## src/rtl/pfi_pkg.sv

```systemverilog
// Shared constants and state type for the PFI symbol serializer slice.
package pfi_pkg;

  localparam int unsigned SYM_W   = 6;
  localparam int unsigned MAX_SYM = 16;
  localparam int unsigned GRP_W   = 96;
  localparam int unsigned IDX_W   = 4;

  typedef enum logic [1:0] {
    IDLE,
    WAIT,
    SEND
  } state_t;

endpackage

```

## src/rtl/pfi_sym_sel.sv

```systemverilog
// Combinational 16:1 symbol mux with zeroed output when idle.
// Parity output present only when PFI_SYM_PARITY_EN is defined.
module pfi_sym_sel
  import pfi_pkg::*;
(
  input  logic [GRP_W-1:0] grp,
  input  logic [IDX_W-1:0] idx,
  input  logic             vld,
`ifdef PFI_SYM_PARITY_EN
  output logic             par,
`endif
  output logic [SYM_W-1:0] sym
);

  always_comb begin
    sym = '0;
    if (vld) begin
      sym = grp[SYM_W*idx +: SYM_W];
    end
  end

`ifdef PFI_SYM_PARITY_EN
  assign par = ^sym;
`endif

endmodule

```

## src/rtl/pfi_sym_serializer.sv

```systemverilog
// Pops symbol groups from an upstream FIFO and emits them one symbol per handshake, oldest first.
// Optional o_sym_par parity output enabled by PFI_SYM_PARITY_EN.
module pfi_sym_serializer
  import pfi_pkg::*;
#(
  parameter int unsigned LEVEL_W = 6
) (
  input  logic               i_core_clk,
  input  logic               i_rx_rstn,
  input  logic [LEVEL_W-1:0] i_fifo_level,
  input  logic [3:0]         i_burst_amt,
  output logic               o_pop_en,
  output logic [3:0]         o_pop_amt,
  input  logic [GRP_W-1:0]   i_pop_data,
  output logic [SYM_W-1:0]   o_sym,
  output logic               o_sym_vld,
  input  logic               i_sym_rdy,
  output logic               o_busy,
`ifdef PFI_SYM_PARITY_EN
  output logic               o_sym_par,
`endif
  output logic [15:0]        o_sym_cnt
);

  state_t             stateQ, stateD;
  logic [3:0]         popAmtQ;
  logic [GRP_W-1:0]   grpQ;
  logic [IDX_W-1:0]   idxQ;
  logic [15:0]        symCntQ;
  logic [LEVEL_W:0]   needLvl;
  logic               levelOk;
  logic               hsk;
  logic               lastSym;
  logic               popReq;

  assign needLvl = (LEVEL_W+1)'(i_burst_amt) + (LEVEL_W+1)'(1);
  assign levelOk = {1'b0, i_fifo_level} >= needLvl;
  assign hsk     = (stateQ == SEND) && i_sym_rdy;
  assign lastSym = (idxQ == '0);

  always_ff @(posedge i_core_clk or negedge i_rx_rstn) begin
    if (!i_rx_rstn) begin
      stateQ <= IDLE;
    end else begin
      stateQ <= stateD;
    end
  end

  always_comb begin
    stateD = stateQ;
    unique case (stateQ)
      IDLE:    if (levelOk) stateD = WAIT;
      WAIT:    stateD = SEND;
      SEND:    if (hsk && lastSym) stateD = levelOk ? WAIT : IDLE;
      default: stateD = IDLE;
    endcase
  end

  always_comb begin
    popReq = 1'b0;
    unique case (stateQ)
      IDLE:    popReq = levelOk;
      SEND:    popReq = hsk && lastSym && levelOk;
      default: popReq = 1'b0;
    endcase
  end

  // Pop is combinational from IDLE, so it must be masked while reset is held.
  assign o_pop_en  = popReq && i_rx_rstn;
  assign o_pop_amt = o_pop_en ? i_burst_amt : popAmtQ;
  assign o_sym_vld = (stateQ == SEND);
  assign o_busy    = (stateQ != IDLE);
  assign o_sym_cnt = symCntQ;

  always_ff @(posedge i_core_clk or negedge i_rx_rstn) begin
    if (!i_rx_rstn) begin
      popAmtQ <= '0;
      grpQ    <= '0;
      idxQ    <= '0;
      symCntQ <= '0;
    end else begin
      if (o_pop_en) begin
        popAmtQ <= i_burst_amt;
      end
      if (stateQ == WAIT) begin
        grpQ <= i_pop_data;
        idxQ <= popAmtQ;
      end else if (hsk && !lastSym) begin
        idxQ <= idxQ - 4'd1;
      end
      if (hsk) begin
        symCntQ <= symCntQ + 16'd1;
      end
    end
  end

  pfi_sym_sel u_sym_sel (
    .grp (grpQ),
    .idx (idxQ),
    .vld (o_sym_vld),
`ifdef PFI_SYM_PARITY_EN
    .par (o_sym_par),
`endif
    .sym (o_sym)
  );

endmodule

```

## config.mk

```make
export PLATFORM = sky130hd
export DESIGN_NAME = pfi_sym_serializer
export DESIGN_NICKNAME = d
export VERILOG_FILES = /design/src/rtl/pfi_pkg.sv /design/src/rtl/pfi_sym_sel.sv /design/src/rtl/pfi_sym_serializer.sv
export SDC_FILE = /design/constraint.sdc
export NUM_CORES = 1
export LEC_CHECK = 0
export CORE_MARGIN = 1.5
export CORE_UTILIZATION = 29
export CTS_BUF_LIST = sky130_fd_sc_hd__clkbuf_4
export DETAILED_ROUTE_END_ITERATION = 8
export GPL_ROUTABILITY_DRIVEN = 0
export PLACE_DENSITY = 0.47
export SYNTH_ARGS = -nofsm -noshare
export SYNTH_HDL_FRONTEND = slang
export SYNTH_HIERARCHICAL = 1
export SYNTH_SLANG_ARGS = --single-unit
```

## constraint.sdc

```tcl
create_clock -name i_core_clk -period 2.9 [get_ports i_core_clk]
set_clock_uncertainty 0.1 [all_clocks]
set_input_delay 0.29 -clock i_core_clk [delete_from_list [all_inputs] [get_ports i_core_clk]]
set_output_delay 0.29 -clock i_core_clk [all_outputs]
set_load 0.05 [all_outputs]
```

==> results.cfg <==
[status]
result_of_the_run = finished clean

[global_route]
number_of_global_route_vias_before_repair = 4224
number_of_antenna_violations_at_the_first_check_in_global_routing = 2
grt_first_pass_wirelength_mm = 23.0
grtUsageTotal_pct = 15.0
largest_net_degree_at_the_start_of_global_routing = 77
grt_overflow = 0

[layout]
drive_above_1_share_pct = 25.4
n_fill_cell = 1896
area_growth_pct = 36.3
post_layout_nonfiller_instances = 849
area_taken_by_multi_input_logic_gates_um2 = 2600
regArea_um2 = 3060
finish.net_count = 689

[synth]
synth_seq_area_share_pct = 52.8
synth.ff_latch_count = 122
synthesis.nets = 529
synth_area_um2 = 5780
ys_types = 42
ys_warn_count = 6
ys.flop_type = dfrtp_1
synth-edff-count = 0
share_of_async_settable_or_async_resettable_flops_after_synthesis_pct = 100
netlist_instances = 411
syn_area_per_cell_um2 = 14.1

[sta]
report.final.hold_viol_count = 0
totalNegativeSetupSlack_ps = 0
report.final.slew_viol_count = 0
max_slew_margin_pct = 34.0
layout_min_cycle_time_ps = 2730
max_freq_mhz = 366
post_route_clock_period_utilization_pct = 94.2
finalSetupViolations = 0
worstMarginPinSlew_ps = 989

[clocking]
cts_made_buffers = 17
number_of_h_tree_levels = 4
insertion_delay_ps = 520
clk_transition_reported_paths_ps = 100
cts_sinks = 122
root_buffer = clkbuf_4
cts_buffer_depth = 2
cts_tree = yes

[floorplanning]
floorplan.core_area_um2 = 19500
io-pin-count = 138
total_die_area_um2 = 20800
die_x_um = 144
initial_utilization_pct = 29.6
fp.dieH_um = 144
fp-row-count = 51

[power_and_ir_drop]
p_sw_mw = 3.02
power_switching_share_pct = 38.0
total_leakage_power_nw = 3.28
seqPwrFrac_pct = 37.1
power.combinational.fraction_pct = 49.7
power_density_nw_per_um2 = 1010
power.internal_mw = 4.94
power.share.clock_pct = 13.2
peakVddDrop_uv = 367

[placed_design]
input_output_buffers = 137
dpl.cell_count = 806
final_hpwl_from_detailed_placement_mm = 10.6

[routing]
first_iter_violations = 114
num_vias = 3857
drt_drc_violations_left = 0
wire_per_inst_um = 17.2
postRouteAntennaNets = 0
detailedRoute.firstPassIterationCount = 4
via_per_inst = 4.54
route.final.wire_length_mm = 14.6

[worst_setup_path]
worst-setup-path-type = reg -> out
cp.arrival_ps = 2340
worstReg2RegEnd = popAmtQ[0]$_DFF_PN0_
critical_path.reg2reg.startpoint = idxQ[2]$_DFFE_PN0P_
worstPathBufferInverterCount = 4
cp_max_fo = 8
critical_path.endpoint_type = primary output
worst_path_most_repeated_cell = buf_4
worst_path_max_delay_cell = dfrtp_4
crit_path_max_incr_delay_ps = 560
worst-r2r-cell-count = 6
timing.critical_path.from_type = register
worstPathCellList = nor2_2 > nand3_1 > a21oi_1 > nand3_2 > buf_4 > buf_4 > inv_1 > buf_4
largest_delay_share_family_worst_path = flip-flops
timing.critical_path.required_ps = 2510
setup.reg_to_reg.worst_slack_ps = 920

[worst_hold_path]
hold_depth = 3
min_to = popAmtQ[2]$_DFF_PN0_
class_of_the_most_critical_hold_timing_path = in -> reg
worst_hold_launch = i_burst_amt[2]

[flow_run]
drv_cap = 0
[final cells by class]
class / count / area share (%)
sequential: 122 / 38.8
multi-input combinational: 261 / 32.9
clock inverter: 14 / 1.38
antenna: 1 / 0.0318
inverter: 7 / 0.333
tap: 265 / 4.21
timing repair buffer: 162 / 20.7
clock buffer: 17 / 1.62
[synth_stat cells, types with 3 or more instances]
cell | number | area share, %
mux4_2 | 5 | 1.9
nand2_1 | 15 | 0.97
mux2i_1 | 24 | 4.2
a22oi_1 | 6 | 0.78
o21ai_0 | 5 | 0.43
nand3_1 | 14 | 1.2
a211oi_1 | 6 | 0.78
buf_2 | 9 | 0.78
nor2b_1 | 10 | 1.1
a21oi_1 | 3 | 0.26
nor3_2 | 3 | 0.52
mux4_1 | 7 | 3.2
nor2_1 | 3 | 0.19
mux2_1 | 47 | 9.2
nand3_2 | 4 | 0.69
inv_1 | 7 | 0.45
o22ai_1 | 4 | 0.43
dfrtp_1 | 122 | 53
xor2_1 | 9 | 1.4
mux2_2 | 57 | 11
buf_4 | 10 | 1.3
xnor2_1 | 9 | 1.4
ha_1 | 9 | 1.9
[worst max-delay path by stage]
| stage | from | to | slack (ps) | cells after the start |
|---|---|---|---|---|
| final | idxQ[2]$_DFFE_PN0P_ | o_pop_en | 170 | 8 |
| after global routing | idxQ[0]$_DFFE_PN0P_ | o_pop_en | -10 | 9 |
| after CTS | stateQ[1]$_DFFE_PN0P_ | o_sym[2] | 50 | 5 |
| after detailed placement | i_burst_amt[0] | o_pop_amt[2] | -120 | 10 |
| after global placement | i_burst_amt[0] | o_pop_amt[0] | -70 | 10 |
| after floorplan | stateQ[1]$_DFFE_PN0P_ | o_sym[1] | 40 | 4 |
[repair_timing]
item,in CTS,in global routing
hold buffers,1,1
resized for setup,18,6
cloned,0,0
pin swaps,1,3
endpoints found under the hold margin,122,1
endpoints found under the setup margin,9,7
setup buffers,4,5
[flip-flops by register name, summed over array words and instances, names as in the netlist]
register / flops
grpQ: 96
idxQ: 4
o_sym_cnt: 16
popAmtQ: 4
stateQ: 2
[power by group through the flow]
stage / clock network [mW] / logic, mW / registers (mW)
finish: 1.05 / 3.95 / 2.95
global route: 1.19 / 4.27 / 3.08
CTS: 1.12 / 3.95 / 2.98
detailed placement: 0 / 3.82 / 3.04
global placement: 0 / 3.76 / 3.00
floorplan: 0 / 2.63 / 2.95
[kinds of logic after synthesis]
logic type	after synthesis	share of synthesized area, %
and+or+nand+nor	63	6.38
xor gates and xnor gates	18	2.73
DFF	122	52.8
AOI/OAI and AO/OA	31	3.55
buffers and inverters	28	3.07
muxes	140	29.5
adders and majority gates	9	1.95
[routing by layer]
layer,GRT usage [%],share of wire (%)
met4,5.64,1.6
met2,24.2,48
met1,18.6,44
met3,5.10,6.7
met5,0,0
[worst min-delay path, delay by kind of cell]
family	cells	cell delay, ps
buffers and inverters	2	240
muxes	1	160
[placed cells by master, fill, tap and decap left out, types with 3 or more instances in the layout]
cell             instances
dfrtp_1                121
clkdlybuf4s50_1        121
mux2_2                  57
mux2_1                  43
buf_4                   25
mux2i_1                 24
clkbuf_4                17
nand2_1                 15
nand3_1                 13
xor2_1                   9
xnor2_1                  9
ha_1                     9
nor2b_1                  7
inv_1                    7
mux4_1                   7
clkinvlp_4               6
buf_12                   6
a22oi_1                  6
nand3_2                  5
a211oi_1                 5
mux4_2                   5
o21ai_1                  4
mux2_4                   4
clkinv_1                 4
a21oi_1                  3
o21ai_0                  3
nor3_2                   3
nor2_1                   3
buf_6                    3
nor2b_2                  3
o22ai_1                  3
[per-stage QoR]
step	util, %	hold WS (ps)	cell area (um^2)	power (mW)	setup slack (ps)
floorplan	-	-106	5780	5.57	38.9
global route	40.3	55.8	7880	8.54	-10.3
CTS	40.0	68.2	7810	8.05	50.9
finish	40.4	104	7880	7.96	168
detailed placement	38.4	366	7490	6.85	-118
global placement	38.4	362	7490	6.76	-65.2
No activity file was read; power rests on OpenSTA's default activity.
